<file path="src/rtl/transceiver_skp_inserter_pkg.sv">
// Shared constants and types for the TX SKP inserter.
//   SKP_SYMBOL  : K28.3 as a 9-bit {k_flag, byte} symbol
//   K_FLAG_BIT  : bit index of the k flag within a symbol
//   state_t     : inserter FSM states
package transceiver_skp_inserter_pkg;

    localparam int          SYMBOL_WIDTH = 9;
    localparam int          K_FLAG_BIT   = 8;
    localparam logic [8:0]  SKP_SYMBOL   = {1'b1, 8'h7c};

    typedef enum logic {
        ST_DATA = 1'b0,
        ST_SKP  = 1'b1
    } state_t;

endpackage

</file>
<file path="src/rtl/transceiver_skp_inserter_async_reset.sv">
// Reset synchroniser: asserts asynchronously, releases synchronously.
//   clk    : destination clock
//   arst_n : raw asynchronous active-low reset
//   rst_n  : synchronised active-low reset (released after 2 clk edges)
module transceiver_skp_inserter_async_reset (
    input  logic clk,
    input  logic arst_n,
    output logic rst_n
);

    logic [1:0] sync_reg;

    always_ff @(posedge clk or negedge arst_n) begin
        if (!arst_n) begin
            sync_reg <= 2'b00;
        end else begin
            sync_reg <= {sync_reg[0], 1'b1};
        end
    end

    assign rst_n = sync_reg[1];

endmodule

</file>
<file path="src/rtl/transceiver_skp_inserter.sv">
// TX clock-compensation SKP inserter, between framing logic and 8b/10b encoder.
// Forwards upstream symbols with one cycle of latency, fills idle cycles with
// SKP, and emits a scheduled burst of SKP_COUNT SKPs every SKP_INTERVAL cycles.
//   i_clk    : TX symbol clock
//   i_arst_n : asynchronous active-low reset (synchronised internally)
//   i_en     : enable scheduled bursts; 0 holds the interval counter at 0
//   i_valid  : upstream symbol valid
//   o_ready  : upstream may transfer this cycle (register-driven)
//   i_data   : upstream symbol {k, byte}
//   o_data   : symbol to encoder, valid every cycle
//   o_is_skp : o_data is a SKP (fill, burst, or forwarded)
//   o_burst  : o_data is a scheduled-burst SKP
module transceiver_skp_inserter
    import transceiver_skp_inserter_pkg::*;
#(
    parameter int DATA_WIDTH   = 9,
    parameter int SKP_INTERVAL = 1024,
    parameter int SKP_COUNT    = 2
) (
    input  logic                  i_clk,
    input  logic                  i_arst_n,
    input  logic                  i_en,
    input  logic                  i_valid,
    output logic                  o_ready,
    input  logic [DATA_WIDTH-1:0] i_data,
    output logic [DATA_WIDTH-1:0] o_data,
    output logic                  o_is_skp,
    output logic                  o_burst
);

    localparam int CNT_WIDTH = $clog2(SKP_INTERVAL);
    localparam logic [CNT_WIDTH-1:0]  INT_LAST   = CNT_WIDTH'(SKP_INTERVAL - 1);
    localparam logic [CNT_WIDTH-1:0]  BURST_LAST = CNT_WIDTH'(SKP_COUNT - 1);
    localparam logic [DATA_WIDTH-1:0] SKP        = DATA_WIDTH'(SKP_SYMBOL);

    logic rst_n;

    transceiver_skp_inserter_async_reset u_rst_sync (
        .clk    (i_clk),
        .arst_n (i_arst_n),
        .rst_n  (rst_n)
    );

    state_t                 state_reg,     state_next;
    logic [CNT_WIDTH-1:0]   int_cnt_reg,   int_cnt_next;
    logic [CNT_WIDTH-1:0]   burst_cnt_reg, burst_cnt_next;
    logic [DATA_WIDTH-1:0]  data_reg,      data_next;
    logic                   is_skp_reg,    is_skp_next;
    logic                   burst_reg,     burst_next;
    logic                   wrap;

    always_ff @(posedge i_clk or negedge rst_n) begin
        if (!rst_n) begin
            state_reg     <= ST_DATA;
            int_cnt_reg   <= '0;
            burst_cnt_reg <= '0;
            data_reg      <= SKP;
            is_skp_reg    <= 1'b1;
            burst_reg     <= 1'b0;
        end else begin
            state_reg     <= state_next;
            int_cnt_reg   <= int_cnt_next;
            burst_cnt_reg <= burst_cnt_next;
            data_reg      <= data_next;
            is_skp_reg    <= is_skp_next;
            burst_reg     <= burst_next;
        end
    end

    // The interval counter runs through bursts too, so burst starts stay
    // exactly SKP_INTERVAL cycles apart independent of traffic.
    assign wrap = i_en && (int_cnt_reg == INT_LAST);

    always_comb begin
        state_next     = state_reg;
        burst_cnt_next = burst_cnt_reg;
        data_next      = SKP;
        is_skp_next    = 1'b1;
        burst_next     = 1'b0;

        if (!i_en || wrap) begin
            int_cnt_next = '0;
        end else begin
            int_cnt_next = int_cnt_reg + CNT_WIDTH'(1);
        end

        case (state_reg)
            ST_DATA: begin
                // o_ready is high here, so a valid symbol transfers even on
                // the wrap cycle; the burst follows it.
                if (i_valid) begin
                    data_next   = i_data;
                    is_skp_next = (i_data == SKP);
                end
                if (wrap) begin
                    state_next     = ST_SKP;
                    burst_cnt_next = '0;
                end
            end
            ST_SKP: begin
                burst_next     = 1'b1;
                burst_cnt_next = burst_cnt_reg + CNT_WIDTH'(1);
                if (burst_cnt_reg == BURST_LAST) begin
                    state_next = ST_DATA;
                end
            end
            default: begin
                state_next = ST_DATA;
            end
        endcase
    end

    assign o_ready  = (state_reg == ST_DATA);
    assign o_data   = data_reg;
    assign o_is_skp = is_skp_reg;
    assign o_burst  = burst_reg;

endmodule

</file>
<file path="config.mk">
export PLATFORM = sky130hd
export DESIGN_NAME = transceiver_skp_inserter
export DESIGN_NICKNAME = d
export VERILOG_FILES = /design/src/rtl/transceiver_skp_inserter_pkg.sv /design/src/rtl/transceiver_skp_inserter_async_reset.sv /design/src/rtl/transceiver_skp_inserter.sv
export SDC_FILE = /design/constraint.sdc
export NUM_CORES = 1
export LEC_CHECK = 0
export ABC_AREA = 1
export BUFFER_PORTS_ARGS = -buffer_cell sky130_fd_sc_hd__buf_4
export CORE_MARGIN = 4
export CORE_UTILIZATION = 25
export DETAILED_ROUTE_END_ITERATION = 12
export HOLD_SLACK_MARGIN = 0.02
export PLACE_DENSITY = 0.48
export SLEW_MARGIN = 10
export SYNTH_ARGS = -nofsm -noshare
export SYNTH_HDL_FRONTEND = slang
export SYNTH_SLANG_ARGS = --single-unit
</file>
<file path="constraint.sdc">
create_clock -name i_clk -period 2.3 [get_ports i_clk]
set_input_delay 0.345 -clock i_clk [delete_from_list [all_inputs] [get_ports i_clk]]
set_output_delay 0.345 -clock i_clk [all_outputs]
set_load 0.01 [all_outputs]
</file>
# Word level (Yosys, flattened, before mapping)
# Index checks and enable logic that the tools add are counted.
[word_totals] ff_bits=34 latchBits=0 ram_bits=0 rom_bits=0 inputBits=13 elab_cells=28 memories=0
[op_classes] addsub=2 multipliers=0 n_div=0 n_lt_le_gt_ge=0 eq_ne=4 n_shift=0 n_mux=11 bitwise_logic=1 reduce_logical=3
[op_table] operator="adder 10 x 1 -> 10 bit (second input constant)" n=2
[op_table] operator="2-to-1 mux 10 bit" n=2
[op_table] operator="one-hot mux 10 bit (2 select lines)" n=1
[op_table] operator="2-to-1 mux 9 bit" n=2
[op_table] operator="equality test 10 x 1 -> 1 bit (second input constant)" n=1
[op_table] operator="equality test 10 bit (second input constant)" n=1
[op_table] operator="equality test 9 bit (second input constant)" n=1
[op_table] operator="2-to-1 mux 1 bit" n=5
[op_table] operator="inequality test 2 x 1 -> 1 bit (second input constant)" n=1
[op_table] operator="one-hot mux 1 bit (2 select lines)" n=1
[op_table] operator="logical AND 1 bit" n=1
[op_table] operator="logical NOT 1 bit" n=1
[op_table] operator="logical OR 1 bit" n=1
[op_table] operator="NOT 1 bit" n=1

# Depth between registers and ports, before layout
# Gate-level depths: netlist of the first run.
[logic_depth] ltp_word=4 ltp_mapped=7 ltp_nobuf=7

# Cells and area by module
# From an unflattened synthesis of the first run, not the netlist that was laid out.
[unflattened] cells_unflattened=187 area_unflattened_um2=1610.3
[by_module_without_submodules] module="transceiver_skp_inserter" n_inst=1 cells_per_inst=184 area_each_um2=1556.5 seq_area_each_um2=809.5
[by_module_without_submodules] module="transceiver_skp_inserter_async_reset" n_inst=1 cells_per_inst=3 area_each_um2=53.8 seq_area_each_um2=50.0

# Least setup slack after synthesis of the first run
# OpenSTA, ideal clock, no wires.
[synth_path] kind="reg2reg" start="reg int_cnt_reg[0]" end="reg int_cnt_reg[5]" setup_ns=0.128 t_arrival_ns=1.171 t_required_ns=2.172 path_slack_ns=1.000 stages_incl_launch_ff=7 path_buffers=0 synth_period_minus_slack_ns=1.300 cell_sequence="dfrtp_1 ha_1 nand2_2 nor2_4 nand2_4 o21ai_4 nor2_1"
[synth_between] elab_chain_len=4 elab_cells_between_ends=5
[synth_rtl] item="from (decl)" line_no="transceiver_skp_inserter.sv:45" source="logic [CNT_WIDTH-1:0] int_cnt_reg, int_cnt_next;"
[synth_rtl] item="from (signal assigned)" line_no="transceiver_skp_inserter.sv:62" source="int_cnt_reg <= int_cnt_next;"
[synth_rtl] item="branches (longest 3 deep; another with adder 10 x 1 -> 10 bit)"
[synth_rtl] item="2-to-1 mux 10 bit *" line_no="transceiver_skp_inserter.sv:81" source="if (!i_en || wrap) begin"
[synth_rtl] item="net int_cnt_next[5]" line_no="transceiver_skp_inserter.sv:45"
# Mark *: on every way through the listed nets, which the timed path passes.
# A chain may end at the register's enable or synchronous reset.

# Final worst setup path of the first run
[layout_path] start="reg state_reg" end="out o_ready"
[layout_between] elab_chain_len=1
[layout_rtl] item="from (decl)" line_no="transceiver_skp_inserter.sv:44" source="state_t state_reg, state_next;"
[layout_rtl] item="from (signal assigned)" line_no="transceiver_skp_inserter.sv:61" source="state_reg <= state_next;"
[layout_rtl] item="NOT 1 bit"
[layout_rtl] item="to (decl)" line_no="transceiver_skp_inserter.sv:24" source="output logic o_ready,"
# Every way passes these cells.

==> reports/qor.yml, run 1 <==
place:
  dp_hpwl_um: 2330
  routabilityCongestion: 0.768
  port-buffer-count: 24
clocking:
  clockBufferDepth: 2
  post_cts_resized: 0
  clockRootBuffer: "clkbuf_8"
  numCtsBuffers: 5
  cts_tree: "built"
  cts_max_level: 2
  holdBufCountCts: 1
  path_clk_slew_ps: 70
  cts_setup_buffers: 0
  clock-sinks: 34
  worstSkewPairLatency_ps: 290
timing:
  setup_viol: 0
  timing.hold.ws_ps: 250
  relSlewSlack_pct: 65.9
  fmax_mhz: 539
  drv_slew: 0
  worst_pin_slew_ps: 511
  period_share_pct: 80.7
  rsz0062_at_grt: "no"
  period_needed_ps: 1860
  tns_ps: 0
  hold_viol: 0
  skew_ps: 5.15
layout:
  syn_to_final_growth_pct: 25.4
  fillCellCount: 680
  multi_input_area_um2: 684
  layout.nets: 234
  register_area_um2: 860
  final_layout_size_suffix_gt1_share_pct: 24.7
  antennaDiodeCount: 0
synthesis:
  yosysSeqAreaShare_pct: 52.6
  synth_warnings: 0
  mappedNetlistNets: 205
  synth_cell_types: 28
  syn-mean-instance-area_um2: 8.64
  synth_area_um2: 1630
  synth_cells: 189
  ys_ff_latch: 34
setup_path:
  end_kind: "output port"
  cp.arrival_ps: 1510
  crit_chain: "inv_1 -> buf_4"
  start_kind: "flop"
  required_ps: 1960
  path_class: "flop to output port"
  critical_path.max_stage_delay_ps: 600
  critPathMaxFanout: 16
  critical_path.slowest_cell: "dfrtp_1"
route:
  drc: 0
  vias: 1280
  drtPass1Iterations: 4
  drt-total-wl_um: 3310
  drt-initial-drc-count: 50
  routedWlPerCell_um: 11.2
  antenna_left: 0
  via_per_inst: 4.32
floorplan:
  die_area_um2: 7890
  fp.dieH_um: 88.8
  fp-row-count: 29
  core_um2: 6350
  fp.dieW_um: 88.8
  start_util_pct: 25.7
  ioPinCount: 25
global_route:
  gr-total-overflow: 0
  grt_pass1_vias: 1248
  grt_max_degree: 33
  antenna_found_initial: 0
  grt_usage_pct: 9.34
  grt_pass1_wl_um: 5700
pwr:
  powerDensity_nw_per_um2: 665
  p_leak_uw: 0.000977
  vdd_drop_max_v: 0.000325
hold_path:
  hold_path.class: "input port to flop"
run_status:
  status: "finished, final reports clean"
flow_run:
  maxCapViolations: 0
## path summary, 6_finish.rpt
path | end | cells after the start | slack, ps | startpoint
setup / recovery | o_ready | 2 | 440 | state_reg$_DFF_PN0_
hold / removal | o_data[6]$_DFF_PN1_ | 3 | 250 | i_data[6]
setup reg to reg | o_data[2]$_DFF_PN1_ | 3 | 740 | state_reg$_DFF_PN0_
hold reg to reg | int_cnt_reg[1]$_DFF_PN0_ | 1 | 270 | u_rst_sync.sync_reg[1]$_DFF_PN0_
max in group asynchronous | o_data[3]$_DFF_PN1_ | 1 | 1700 | u_rst_sync.sync_reg[1]$_DFF_PN0_
min in group asynchronous | int_cnt_reg[1]$_DFF_PN0_ | 1 | 270 | u_rst_sync.sync_reg[1]$_DFF_PN0_
## metrics by stage
step	cells	worst slack [ps]	util [%]	instance area [um2]	total power, uW
6_report	296	444	32.2	2050	1360
5_1_grt	296	318	32.2	2050	1420
4_1_cts	296	410	32.2	2050	1390
3_5_place_dp	287	698	29.9	1900	712
3_3_place_gp	287	751	29.9	1900	713
2_1_floorplan	189	1000	-	1630	668
## report_power, final
| group | internal, uW | switching, uW |
|---|---|---|
| registers | 617 | 8.31 |
| logic | 36.1 | 38.2 |
| clock network | 434 | 226 |
| total | 1090 | 273 |
## final cells by class
type / count / area share, %
Clock buffer: 5 / 3.36
Clock inverter: 3 / 3.36
Inverter: 19 / 3.48
Multi-Input combinational cell: 132 / 33.4
Sequential cell: 34 / 42.0
Tap cell: 77 / 4.71
Timing Repair Buffer: 26 / 9.66
## synth_stat cells
| cell type | instances | area [um2] |
|---|---|---|
| a21oi_1 | 2 | 10.0 |
| a21oi_2 | 1 | 8.76 |
| buf_1 | 1 | 3.75 |
| buf_2 | 2 | 10.0 |
| clkbuf_1 | 1 | 3.75 |
| conb_1 | 1 | 3.75 |
| dfrtp_1 | 27 | 676 |
| dfstp_2 | 7 | 184 |
| ha_1 | 3 | 37.5 |
| inv_1 | 19 | 71.3 |
| nand2_1 | 42 | 158 |
| nand2_2 | 2 | 12.5 |
| nand2_4 | 1 | 11.3 |
| nand3_1 | 29 | 145 |
| nand4_1 | 5 | 31.3 |
| nand4_2 | 1 | 12.5 |
| nor2_1 | 22 | 82.6 |
| nor2_2 | 1 | 6.26 |
| nor2_4 | 2 | 22.5 |
| nor3_1 | 2 | 10.0 |
| nor3b_1 | 1 | 7.51 |
| o21ai_0 | 4 | 20.0 |
| o21ai_4 | 1 | 16.3 |
| o21bai_1 | 1 | 7.51 |
| or2_0 | 1 | 6.26 |
| or2_2 | 5 | 31.3 |
| xnor2_1 | 2 | 17.5 |
| xor2_1 | 3 | 26.3 |
## critical path, delay by kind of cell (launching register included)
family | cells | cell delay, ps
buffers and inverters | 2 | 620
flip-flops | 1 | 600
## cells in the final DEF (no fill, tap or decap), types with 3 or more instances in the layout
cell / Yosys / layout
ha_1: 3 / 3
buf_4: 0 / 25
or2_2: 5 / 5
xor2_1: 3 / 3
nor2_1: 22 / 22
inv_1: 19 / 19
dfstp_2: 7 / 7
dfrtp_1: 27 / 27
nand3_1: 29 / 29
nand2_1: 42 / 42
o21ai_0: 4 / 4
clkbuf_8: 0 / 5
nand4_1: 5 / 5
## cells by family (layout without fill, tap and decap cells)
logic type	after synthesis	after routing	share of synthesized area (%)
XOR/XNOR	5	5	2.68
other	1	1	0.230
AO/OA/AOI/OAI	9	9	3.83
flip-flops	34	34	52.6
adder cells (fa/ha/maj)	3	3	2.30
AND/OR/NAND/NOR	114	114	32.9
buffers and inverters	23	53	5.44
## metal layers
metal | track usage, % | share of wire (%)
met5 | 0 | 0
met4 | 4.95 | 2.3
met3 | 2.42 | 4.1
met2 | 14.7 | 44
met1 | 11.7 | 49
Power figures use the tool's default switching activity.
==> run 2: changes to the inputs <==
- ABC_AREA: 1 -> 0
- clock period: 2.3 -> 1.9 ns (I/O delays scaled with it)
==> run 2 against run 1 <==
Sequential power up 21%; combinational power increased by 21%; non-clock buffer count rose by 3; sequential share of layout area up 3.9 points; clock skew is 1.3 ps lower; sequential cell count unchanged; register-to-register slack lost 570 ps; final cell count shrank 18%; global-route usage is 0.22 points lower; count of clock-buffer cells in the layout up 2; clock power fell by 3.9%; worst setup slack lost 280 ps; highest routed layer unchanged.
==> reports/qor.yml, run 2 <==
global_route:
  gr-total-overflow: 0  # unchanged
  grt_max_degree: 22  # -33%
  grt_pass1_vias: 1131  # -9.4%
  grt_usage_pct: 9.12  # -0.22 points
  grt_pass1_wl_um: 5220  # -8.4%
  antenna_found_initial: 0  # unchanged
clocking:
  post_cts_resized: 0  # unchanged
  numCtsBuffers: 5  # unchanged
  cts_tree: "built"
  clockRootBuffer: "clkbuf_8"
  path_clk_slew_ps: 70  # about the same
  clock-sinks: 34  # unchanged
  clockBufferDepth: 2  # unchanged
  worstSkewPairLatency_ps: 280  # about the same
  cts_max_level: 2  # unchanged
layout:
  layout.nets: 186  # -21%
  antennaDiodeCount: 0  # unchanged
  syn_to_final_growth_pct: 26.9
  mostFrequentLayoutCells: "buf_4, dfrtp_1, nand2_1, nor2_1, o21ai_0"
  final_layout_size_suffix_gt1_share_pct: 25.7  # +1.1 points
  utilization_pct: 33.4  # +1.2 points
  final_common_cell: "buf_4"
synthesis:
  synth_warnings: 0  # unchanged
  synth_cell_types: 35  # +25%
  synthTopCellsByArea: "dfrtp_1, dfstp_2, xnor2_1, o21ai_0, nand2_1"
  synth_cells: 137  # -28%
  yosysSeqAreaShare_pct: 58.2  # +5.6 points
  synth_flop_cell: "dfrtp_1"
  synth-edff-count: 0  # unchanged
  synth_async_sr_flop_share_pct: 100  # unchanged
  yosys.area.top_type: "dfrtp_1"
  synth_area_um2: 1480  # -9.6%
  ys_ff_latch: 34  # unchanged
  yosysMostFrequentCell: "dfrtp_1"
  ys_top_cells_by_count: "dfrtp_1, nand2_1, nor2_1, o21ai_0, inv_1"
  synth_top_area_share_pct: 45.8  # +4.4 points
  syn-mean-instance-area_um2: 10.8  # +25%
  mappedNetlistNets: 153  # -25%
setup_path:
  start_kind: "flop"
  critPathMaxFanout: 11  # -5
  worstRegToRegCells: 5  # +2
  required_ps: 2060  # +100 ps
  end_kind: "flop"
  cp.arrival_ps: 1890  # +380 ps
  path_class: "flop to flop"
floorplan:
  ioPinCount: 25  # unchanged
  fp.dieH_um: 84.9  # -4.5%
  start_util_pct: 26.3  # +0.61 points
  core_um2: 5610  # -12%
  fp.dieW_um: 84.9  # -4.5%
  fp-row-count: 27  # -6.9%
  die_area_um2: 7200  # -8.7%
hold_path:
  hold_path.class: "input port to flop"
  timing.hold.worst_path_depth: 2  # -1
run_status:
  status: "finished, final reports clean"
timing:
  period_share_pct: 91.1
  period_needed_ps: 1730
  skew_ps: 3.84  # -1.31 ps
  rsz0062_at_grt: "no"
  hold_viol: 0  # unchanged
  drv_slew: 0  # unchanged
  fin_ws_ps: 169  # -276 ps
  setup_viol: 0  # unchanged
  tns_ps: 0  # unchanged
  fmax_mhz: 578
  worst_pin_slew_ps: 577  # +66.0 ps
  relSlewSlack_pct: 61.4  # -4.4 points
route:
  vias: 1069  # -16%
  drt-total-wl_um: 2870  # -13%
  drc: 0  # unchanged
  antenna_left: 0  # unchanged
  routedWlPerCell_um: 11.8  # +5.5%
  via_per_inst: 4.40  # +1.7%
  drt-initial-drc-count: 37  # -26%
  drtPass1Iterations: 4  # unchanged
place:
  pre_cts_ws_ps: 155  # -543 ps
  port-buffer-count: 24  # unchanged
  routabilityCongestion: 0.733  # -4.6%
  dp_hpwl_um: 2210  # -5.0%
flow_run:
  maxCapViolations: 0  # unchanged
pwr:
  vdd_drop_max_v: 0.000298  # -8.3%
  powerDensity_nw_per_um2: 791  # +19%
  p_leak_uw: 0.000805  # -18%
## run 2: cell types whose count changed after synthesis, sizes merged, moves of 3 or more
cell / delta
nor2: -13
nand2b: +6
or2: -6
nand3: -23
xnor2: +5
inv: -11
nand2: -33
o21ai: +5
and2: +3
## run 2: kinds of logic after synthesis
family,after synthesis,synth area share (%)
buffers and inverters,11,3.39
flip-flops,34,58.2
XOR/XNOR,11,6.53
adder cells (fa/ha/maj),3,2.54
other,1,0.254
AND/OR/NAND/NOR,56,19.9
AO/OA/AOI/OAI,21,9.15
## run 2: final timing paths
check | slack, ps | from | endpoint
max reg2reg | 170 | int_cnt_reg[0]$_DFF_PN0_ | burst_cnt_reg[8]$_DFFE_PN0P_
min | 150 | i_data[7] | o_is_skp$_DFF_PN1_
max in group asynchronous | 1380 | u_rst_sync.sync_reg[1]$_DFF_PN0_ | o_data[8]$_DFF_PN1_
max | 170 | int_cnt_reg[0]$_DFF_PN0_ | burst_cnt_reg[8]$_DFFE_PN0P_
min reg2reg | 200 | u_rst_sync.sync_reg[1]$_DFF_PN0_ | int_cnt_reg[7]$_DFF_PN0_
min in group asynchronous | 200 | u_rst_sync.sync_reg[1]$_DFF_PN0_ | int_cnt_reg[7]$_DFF_PN0_
## run 2: metrics by stage
step                      hold WS [ps]  power [uW]  cells  area (um2)
after detailed placement          70.6         862    234        1760
after global placement            67.3         858    234        1760
after CTS                          140        1510    243        1870
after global routing               143        1560    243        1870
after floorplan                  -10.6         806    137        1480
final                              151        1480    243        1870
## run 2: critical path, cell delays in order, from the launching register on
cell,delay (ps)
dfrtp_1,380
ha_1,210
nand3_2,140
o41a_1,610
o21ai_2,190
o41ai_1,80
## run 2: final cells by class
cell class / instances / area, um2
timing repair buffer: 29 / 220
tap: 72 / 90.1
sequential: 34 / 860
fill: 612 / 3730
clock buffer: 7 / 76.3
inverter: 8 / 30.0
multi-input combinational: 92 / 567
clock inverter: 1 / 30.0
## run 2: timing repair
action / in CTS / in global routing
hold buffers: 1 / 0
setup buffers: 0 / 0
endpoints found under the hold margin: 2 / 0
## run 2: power by group
part           switching [uW]  leakage, uW  internal, uW  total [uW]
sequential               8.71     0.000435           748         757
combinational            43.7     0.000317          46.1        89.8
clock                     243    0.0000524           392         635
total                     295     0.000805          1190        1480
## run 2: metal layers
layer	track usage [%]	wire, um	up-vias
met5	0	0	-
met4	4.75	76	0
met3	3.01	81	6
met2	15.0	1400	16
met1	10.5	1310	517
li1	-	-	530
